### config.mk
export PLATFORM = sky130hd
export DESIGN_NAME = cross_seq_pair
export DESIGN_NICKNAME = d
export VERILOG_FILES = /design/src/rtl/stream_pkg.sv /design/src/rtl/inner_seq_cnt.sv /design/src/rtl/cross_seq_pair.sv
export SDC_FILE = /design/constraint.sdc
export NUM_CORES = 1
export LEC_CHECK = 0
export ABC_AREA = 1
export CORE_MARGIN = 2
export CORE_UTILIZATION = 40
export DETAILED_ROUTE_END_ITERATION = 7
export PLACE_DENSITY = 0.79
export SLEW_MARGIN = 5
export SYNTH_ARGS = -nofsm -noshare
export SYNTH_HDL_FRONTEND = slang
export SYNTH_SLANG_ARGS = --single-unit
### constraint.sdc
create_clock -name clk -period 8.4 [get_ports clk]
set_clock_uncertainty 0.15 [all_clocks]
set_input_delay 1.68 -clock clk [delete_from_list [all_inputs] [get_ports clk]]
set_output_delay 1.68 -clock clk [all_outputs]
set_load 0.005 [all_outputs]
### src/rtl/stream_pkg.sv
// Stream fabric handshake constants and shared types for the cross-product expander.
package stream_pkg;

  localparam int MF_W   = 4;
  localparam int SF_W   = 2;

  localparam int MF_V   = 0;
  localparam int MF_L   = 1;
  localparam int MF_F   = 2;
  localparam int MF_A   = 3;

  localparam int SF_BSY = 0;
  localparam int SF_RSV = 1;

  typedef struct packed {
    logic a;
    logic f;
    logic l;
  } xflags_t;

  typedef enum logic {
    ST_IDLE   = 1'b0,
    ST_ACTIVE = 1'b1
  } seq_state_e;

endpackage

### src/rtl/inner_seq_cnt.sv
// Inner-loop value counter: loads cnt_ini, steps by cnt_inc, flags the final value
// using one extra bit so a step past the top of the range never wraps back into it.
module inner_seq_cnt
  import stream_pkg::*;
#(
  parameter int W = 16
) (
  input  logic         clk,
  input  logic         rst,
  input  logic         load,
  input  logic         step,
  input  logic [W-1:0] cnt_ini,
  input  logic [W-1:0] cnt_max,
  input  logic [W-1:0] cnt_inc,
  output logic [W-1:0] cnt,
  output logic         last,
  output logic         first
);

  logic [W:0] cnt_nxt;

  assign cnt_nxt = {1'b0, cnt} + {1'b0, cnt_inc};
  assign last    = (cnt_nxt > {1'b0, cnt_max}) || (cnt_inc == '0);
  assign first   = (cnt == cnt_ini);

  always_ff @(posedge clk) begin
    if (rst) begin
      cnt <= '0;
    end else if (load) begin
      cnt <= cnt_ini;
    end else if (step) begin
      cnt <= cnt_nxt[W-1:0];
    end
  end

endmodule

### src/rtl/cross_seq_pair.sv
// Streaming cross-product expander: each accepted x is emitted as (x, c) for every
// inner value c, one pair per cycle, with the next x loaded on the final pair's edge.
//
// state     | meaning
// ST_IDLE   | no element held; output register drains, upstream free
// ST_ACTIVE | x_reg held; one pair per unstalled cycle until the last inner value
module cross_seq_pair
  import stream_pkg::*;
#(
  parameter int W = 16
) (
  input  logic            clk,
  input  logic            rst,
  input  logic [W-1:0]    cnt_ini,
  input  logic [W-1:0]    cnt_max,
  input  logic [W-1:0]    cnt_inc,
  input  logic [W-1:0]    uc_d0,
  input  logic [MF_W-1:0] uc_mflags,
  output logic [SF_W-1:0] cu_sflags,
  output logic [W-1:0]    cd_d0,
  output logic [W-1:0]    cd_d1,
  output logic [MF_W-1:0] cd_mflags,
  input  logic [SF_W-1:0] dc_sflags
);

  seq_state_e   state;
  logic [W-1:0] x_reg;
  xflags_t      xf;
  logic [W-1:0] cnt;
  logic         last;
  logic         first;
  logic         active;
  logic         adv;
  logic         emit;
  logic         cu_bsy;
  logic         accept;
  logic         unused_rsv;

  assign unused_rsv = dc_sflags[SF_RSV];

  assign active = (state == ST_ACTIVE);
  assign adv    = ~cd_mflags[MF_V] | ~dc_sflags[SF_BSY];
  assign emit   = adv & active;
  // Upstream sees free on the edge the final pair leaves, so the next x loads without a bubble.
  assign cu_bsy = active & ~(adv & last);
  assign accept = uc_mflags[MF_V] & ~cu_bsy;

  always_comb begin
    cu_sflags         = '0;
    cu_sflags[SF_BSY] = cu_bsy;
  end

  inner_seq_cnt #(.W(W)) u_cnt (
    .clk     (clk),
    .rst     (rst),
    .load    (accept),
    .step    (emit),
    .cnt_ini (cnt_ini),
    .cnt_max (cnt_max),
    .cnt_inc (cnt_inc),
    .cnt     (cnt),
    .last    (last),
    .first   (first)
  );

  always_ff @(posedge clk) begin
    if (rst) begin
      state     <= ST_IDLE;
      x_reg     <= '0;
      xf        <= '0;
      cd_d0     <= '0;
      cd_d1     <= '0;
      cd_mflags <= '0;
    end else begin
      if (adv) begin
        if (active) begin
          cd_d0           <= x_reg;
          cd_d1           <= cnt;
          cd_mflags[MF_V] <= 1'b1;
          cd_mflags[MF_F] <= xf.f & first;
          cd_mflags[MF_L] <= xf.l & last;
          cd_mflags[MF_A] <= xf.a;
        end else begin
          cd_mflags[MF_V] <= 1'b0;
        end
      end
      if (emit && last) begin
        state <= ST_IDLE;
      end
      if (accept) begin
        x_reg <= uc_d0;
        xf    <= '{a: uc_mflags[MF_A], f: uc_mflags[MF_F], l: uc_mflags[MF_L]};
        state <= ST_ACTIVE;
      end
    end
  end

endmodule

Word level (Yosys, flattened, before mapping)
Index checks and enable logic that the tools add are counted.

Input port bits: 72. Bits in registers: 72. Output and inout bits: 38. Word-level logic and storage cells: 35.

Reductions and logical operators: 6. Muxes and demuxes: 5. Eq/ne operators: 1. $lt $le $gt $ge: 1. Add/sub/neg operators: 1. Bitwise operators: 11.

Operator list (count): $mux W16 (2); $add A16 B16 Y17 (1); $gt A17 B16 Y1 (1); $eq A16 B16 Y1 (1); $logic_not A16 Y1 (1); $and A1 B1 Y1 (6); $not A1 Y1 (4); $reduce_bool A2 Y1 (2); $mux W1 (3); $reduce_and A2 Y1 (1); $logic_and A1 B1 Y1 (1); $logic_or A1 B1 Y1 (1); $or A1 B1 Y1 (1).

Depth between registers and ports, before layout
Depth in word-level cells: 9. Mapped depth: 28. Mapped depth without buffers: 26.

Cells and area by module
From an unflattened synthesis, not the netlist that was laid out.

Cell total of the unflattened synthesis: 667. Area, all modules: 4558.1 um^2.

Modules (own cells, without submodules): inner_seq_cnt (times used 1, area an instance 2366.0 um^2, cells an instance 378, sequential area each 320.3 um^2); cross_seq_pair (times used 1, area an instance 2192.1 um^2, cells an instance 289, sequential area each 1121.1 um^2).

Worst setup path before layout
OpenSTA, ideal clock, no wires.

Kind: input port to output port. Start: input cnt_inc[0]. End: output cu_sflags[0]. Arrival: 4272 ps. Data required time: 6570 ps. Path buffers: 2. Slack: 2298 ps. Stages on the path: 21. Cells stage by stage: ha_1 fa_1 nand3_1 nand2_1 a21oi_1 o21ai_0 xor2_1 ha_1 a21oi_1 nor2_1 a211oi_1 nand2_1 nand2_1 nand2_1 nand2_1 nand2_2 nand2_2 nand2_4 buf_2 inv_1 buf_4.

Word-level cells in the longest chain between the ends: 6. Elaborated cells on any way between the ends: 7. Those cells by class: add/sub (1); order compare (1); bitwise (3); reduce/logical (2).

RTL lines: start, declared (line cross_seq_pair.sv:16) `input logic [W-1:0] cnt_inc,`; $add A16 B16 Y17 (line inner_seq_cnt.sv:22) `assign cnt_nxt = {1'b0, cnt} + {1'b0, cnt_inc};`; $gt A17 B16 Y1 (line inner_seq_cnt.sv:23) `assign last = (cnt_nxt > {1'b0, cnt_max}) || (cnt_inc == '0);`; $logic_or A1 B1 Y1 * (line inner_seq_cnt.sv:23); $and A1 B1 Y1 * (line cross_seq_pair.sv:45) `assign cu_bsy = active & ~(adv & last);`; $not A1 Y1 * (line cross_seq_pair.sv:45); $and A1 B1 Y1 * (line cross_seq_pair.sv:45); end, declared (line cross_seq_pair.sv:19) `output logic [SF_W-1:0] cu_sflags,`.

Mark *: on every way between the ends. The rest lies on a longest branch, timed or not.

Final worst setup path
Start: input cnt_inc[2]. End: output cu_sflags[0].

The elaborated chain is that of the path after synthesis.

==> results.md <==
- Outcome: completed
- Layout area overhead: 32.2%
- Core area: 9860 um2
- Area occupied by registers: 1440 um2
- Dpl cell area: 5230 um2
- Post-synthesis sequential area ratio: 35.1%
- Share of layout cells above drive strength 1: 4.39%
- # port buffers: about 110
- Setup TNS: 0 ps
- DIE WIDTH: about 110 um
- Post-layout nets: 784
- Tmin final: 7420 ps
- Sw Pwr: approximately 0.00051 W
- Postcts setup bufs: 0
- Syn. warnings: 0
- Highest clock rate: around 0.13 GHz
- Multi-input logic area: 2290 um2
- Endpoints failing hold: 0
- GRT Resource Usage Total: between 20% and 30%
- Initial DRT Pass Iterations: 6
- Vert. Die Dim: 105 um
- Top cells by count, synth: 93 x nor2_1, 87 x nand2_1, 72 x dfxtp_1
- Synth Register Bits: just over 70
- Worst Hold Class: reg2reg
- Clk root buf: clkbuf_8
- Yosys cell types: 37
- Total clock buffers created by CTS: 9
- Reg power frac: around a third
- Final worst-path cycle share: 88.3%
- Combinational share of power: 44.3%
- Die area: 11,100 um2
- Peak VDD IR: 0.111 mV
- Post-synth top area share: about a third
- Gr ovfl total: 0
- Routed WL: 11,700 um
- H-tree depth: 3
- GR peak layer: met2
- RePlAce Congestion: 0.888
- Setup ws final: 980 ps
- Detail Placement HPWL: between 8000 and 9000 um
- Met3 Use GR: 5.57%
- PostCTS Resize Cnt: 0
- Detailed-route via count: 4,205
- Nets in the synthesized netlist: 690
- CTS Sinks: 72
- Sw Ratio: 39.3%
- Initial antenna violation count: 0
- DR WL/cell: 14.4 um
- P per Cell Area: 240 nW/um2
- CP Max Fanout: 18
- Worst relative slew slack: 46.7%
- Placement Rows: 36
- Critical path capture point type: output pin
- Async SR Flop Fraction: 0%
- Fillers: 915
- TritonCTS clock tree: built
- IO Pins: 110
- Cell taking the most area after synthesis: dfxtp_1
- Dominant cells by area after synthesis: dfxtp_1 35%, ha_1 9.8%, nor2_1 8.5%, nand2_1 8.0%, o21ai_0 6.6%
- CTS Hold Bufs: 0
- Crit path launch type: primary input
- Leakage: ~2.5 nW
- Avg Vias per Cell: 5.15
- Worst-Margin Slew: 797 ps
- Diodes inserted: 0
- Largest net degree at the start of global routing: 48
- Average size of a mapped cell: between 7 and 8 um2
- Ys flop type: dfxtp_1
- Number of synthesized flops with an enable pin: 0
- Clock Power Share: 21.6%
- Most numerous cell in the Yosys netlist: nor2_1
- First-pass GRT wire length: a little under 20,000 um
- Clock Latency Late Sink: 350 ps
- Internal power: 0.000790 W
- Final Power: approximately 0.0013 W
- Remaining DRCs: 0
- Syn Inst Count: 585
- Antenna-violating nets left: 0
- Mapped Area: 4110 um2
- Final setup viols: 0
- Initial Utilization: 41.6%
- Max_cap viols: 0
- Final slew viol count: 0
- Post-layout util: between 50% and 60%
- Critical path type: in2out
- CTS Buffer Depth: 2
- GR Util met2: 35.6%
- Vias in the first global route: 4,148
- DRT iter0 DRCs: 252
- CP Data Required Time: 6570 ps
- Worst EP arrival: 5590 ps
- RSZ-0062 raised after global routing: no
- Clk pin slew, worst setup/hold paths: 80 ps
- GR Util met1: approximately 28%
- Setup WS pre-CTS: 1110 ps
- Final instance area: about 5400 um2
[per-layer routing]
layer	vias up	routed length, um
met3	23	858
li1	2107	-
met2	175	5410
met4	0	274
met1	1900	5180
met5	-	0
[cells in the final DEF, fill, tap and decap left out, drive strengths merged]
cell type and count:
a211oi 2, a21o 4, a21oi 34, a31oi 3, and3 1, buf 2
bufinv 1, clkbuf 9, clkdlybuf4s50 107, clkinv 4, clkinvlp 1, conb 1
dfxtp 72, fa 1, ha 32, inv 65, nand2 91, nand3 51
nand4 5, nor2 93, nor3 4, nor4 7, o2111ai 1, o211ai 1
o21a 2, o21ai 65, o21bai 1, o22ai 2, or2 5, xnor2 4
xor2 13
[critical path, cell delays in order]
cell	delay, ps
clkdlybuf4s50_1	430
ha_1	400
nand2_1	70
nand2_1	80
nand3_1	70
and3_1	220
o21ai_0	350
nand3_1	140
nand2_1	100
xor2_1	170
inv_1	90
ha_1	300
nand3_1	130
nor3_1	160
nand4_1	160
nand2_1	120
nand2_2	80
nand2_2	80
nand2_4	150
inv_1	90
clkdlybuf4s50_1	500
[through the flow]
| stage | cells | hold WS (ps) |
|---|---|---|
| 3_5_place_dp | 801 | 310 |
| 4_1_cts | 817 | 321 |
| 5_1_grt | 817 | 356 |
| 6_report | 817 | 321 |
| 3_3_place_gp | 801 | 305 |
| 2_1_floorplan | 585 | 300 |
[layout make-up]
cell class | instances | share of cell area (%)
clock buffers | 9 | 2.28
clock inverters | 7 | 1.47
flip-flops and latches | 72 | 26.5
inverters | 64 | 4.42
repair buffers | 109 | 20.0
multi-input cells | 423 | 42.2
well taps | 133 | 3.07
[logic make-up (layout without fill, tap and decap cells)]
group	Yosys count	count (layout)	share of synthesized area, %
and+or+nand+nor	257	257	26.9
AOI/OAI and AO/OA	115	115	15.0
buffers and inverters	90	189	9.08
DFF	72	72	35.1
adders and majority gates	33	33	10.2
xor gates and xnor gates	17	17	3.63
other	1	1	0.0913
[worst paths after layout]
check | from | endpoint | slack, ps | cells past startpoint
worst max-delay path | cnt_inc[2] | cu_sflags[0] | 980 | 21
worst max register to register | u_cnt.cnt[2]$_SDFFE_PP0P_ | x_reg[7]$_SDFFE_PP0P_ | 4080 | 22
worst min-delay path | cd_mflags[2]$_SDFFE_PP0P_ | cd_mflags[2]$_SDFFE_PP0P_ | 320 | 2
worst min register to register | cd_mflags[2]$_SDFFE_PP0P_ | cd_mflags[2]$_SDFFE_PP0P_ | 320 | 2
[power by group through the flow]
stage | sequential [W] | combinational (W) | clock, W
after floorplan | 0.000443 | 0.000382 | 0
after global placement | 0.000449 | 0.000546 | 0
after detailed placement | 0.000451 | 0.000569 | 0
after CTS | 0.000444 | 0.000573 | 0.000287
after global routing | 0.000452 | 0.000655 | 0.000306
final | 0.000444 | 0.000577 | 0.000281
Power figures use the tool's default switching activity.
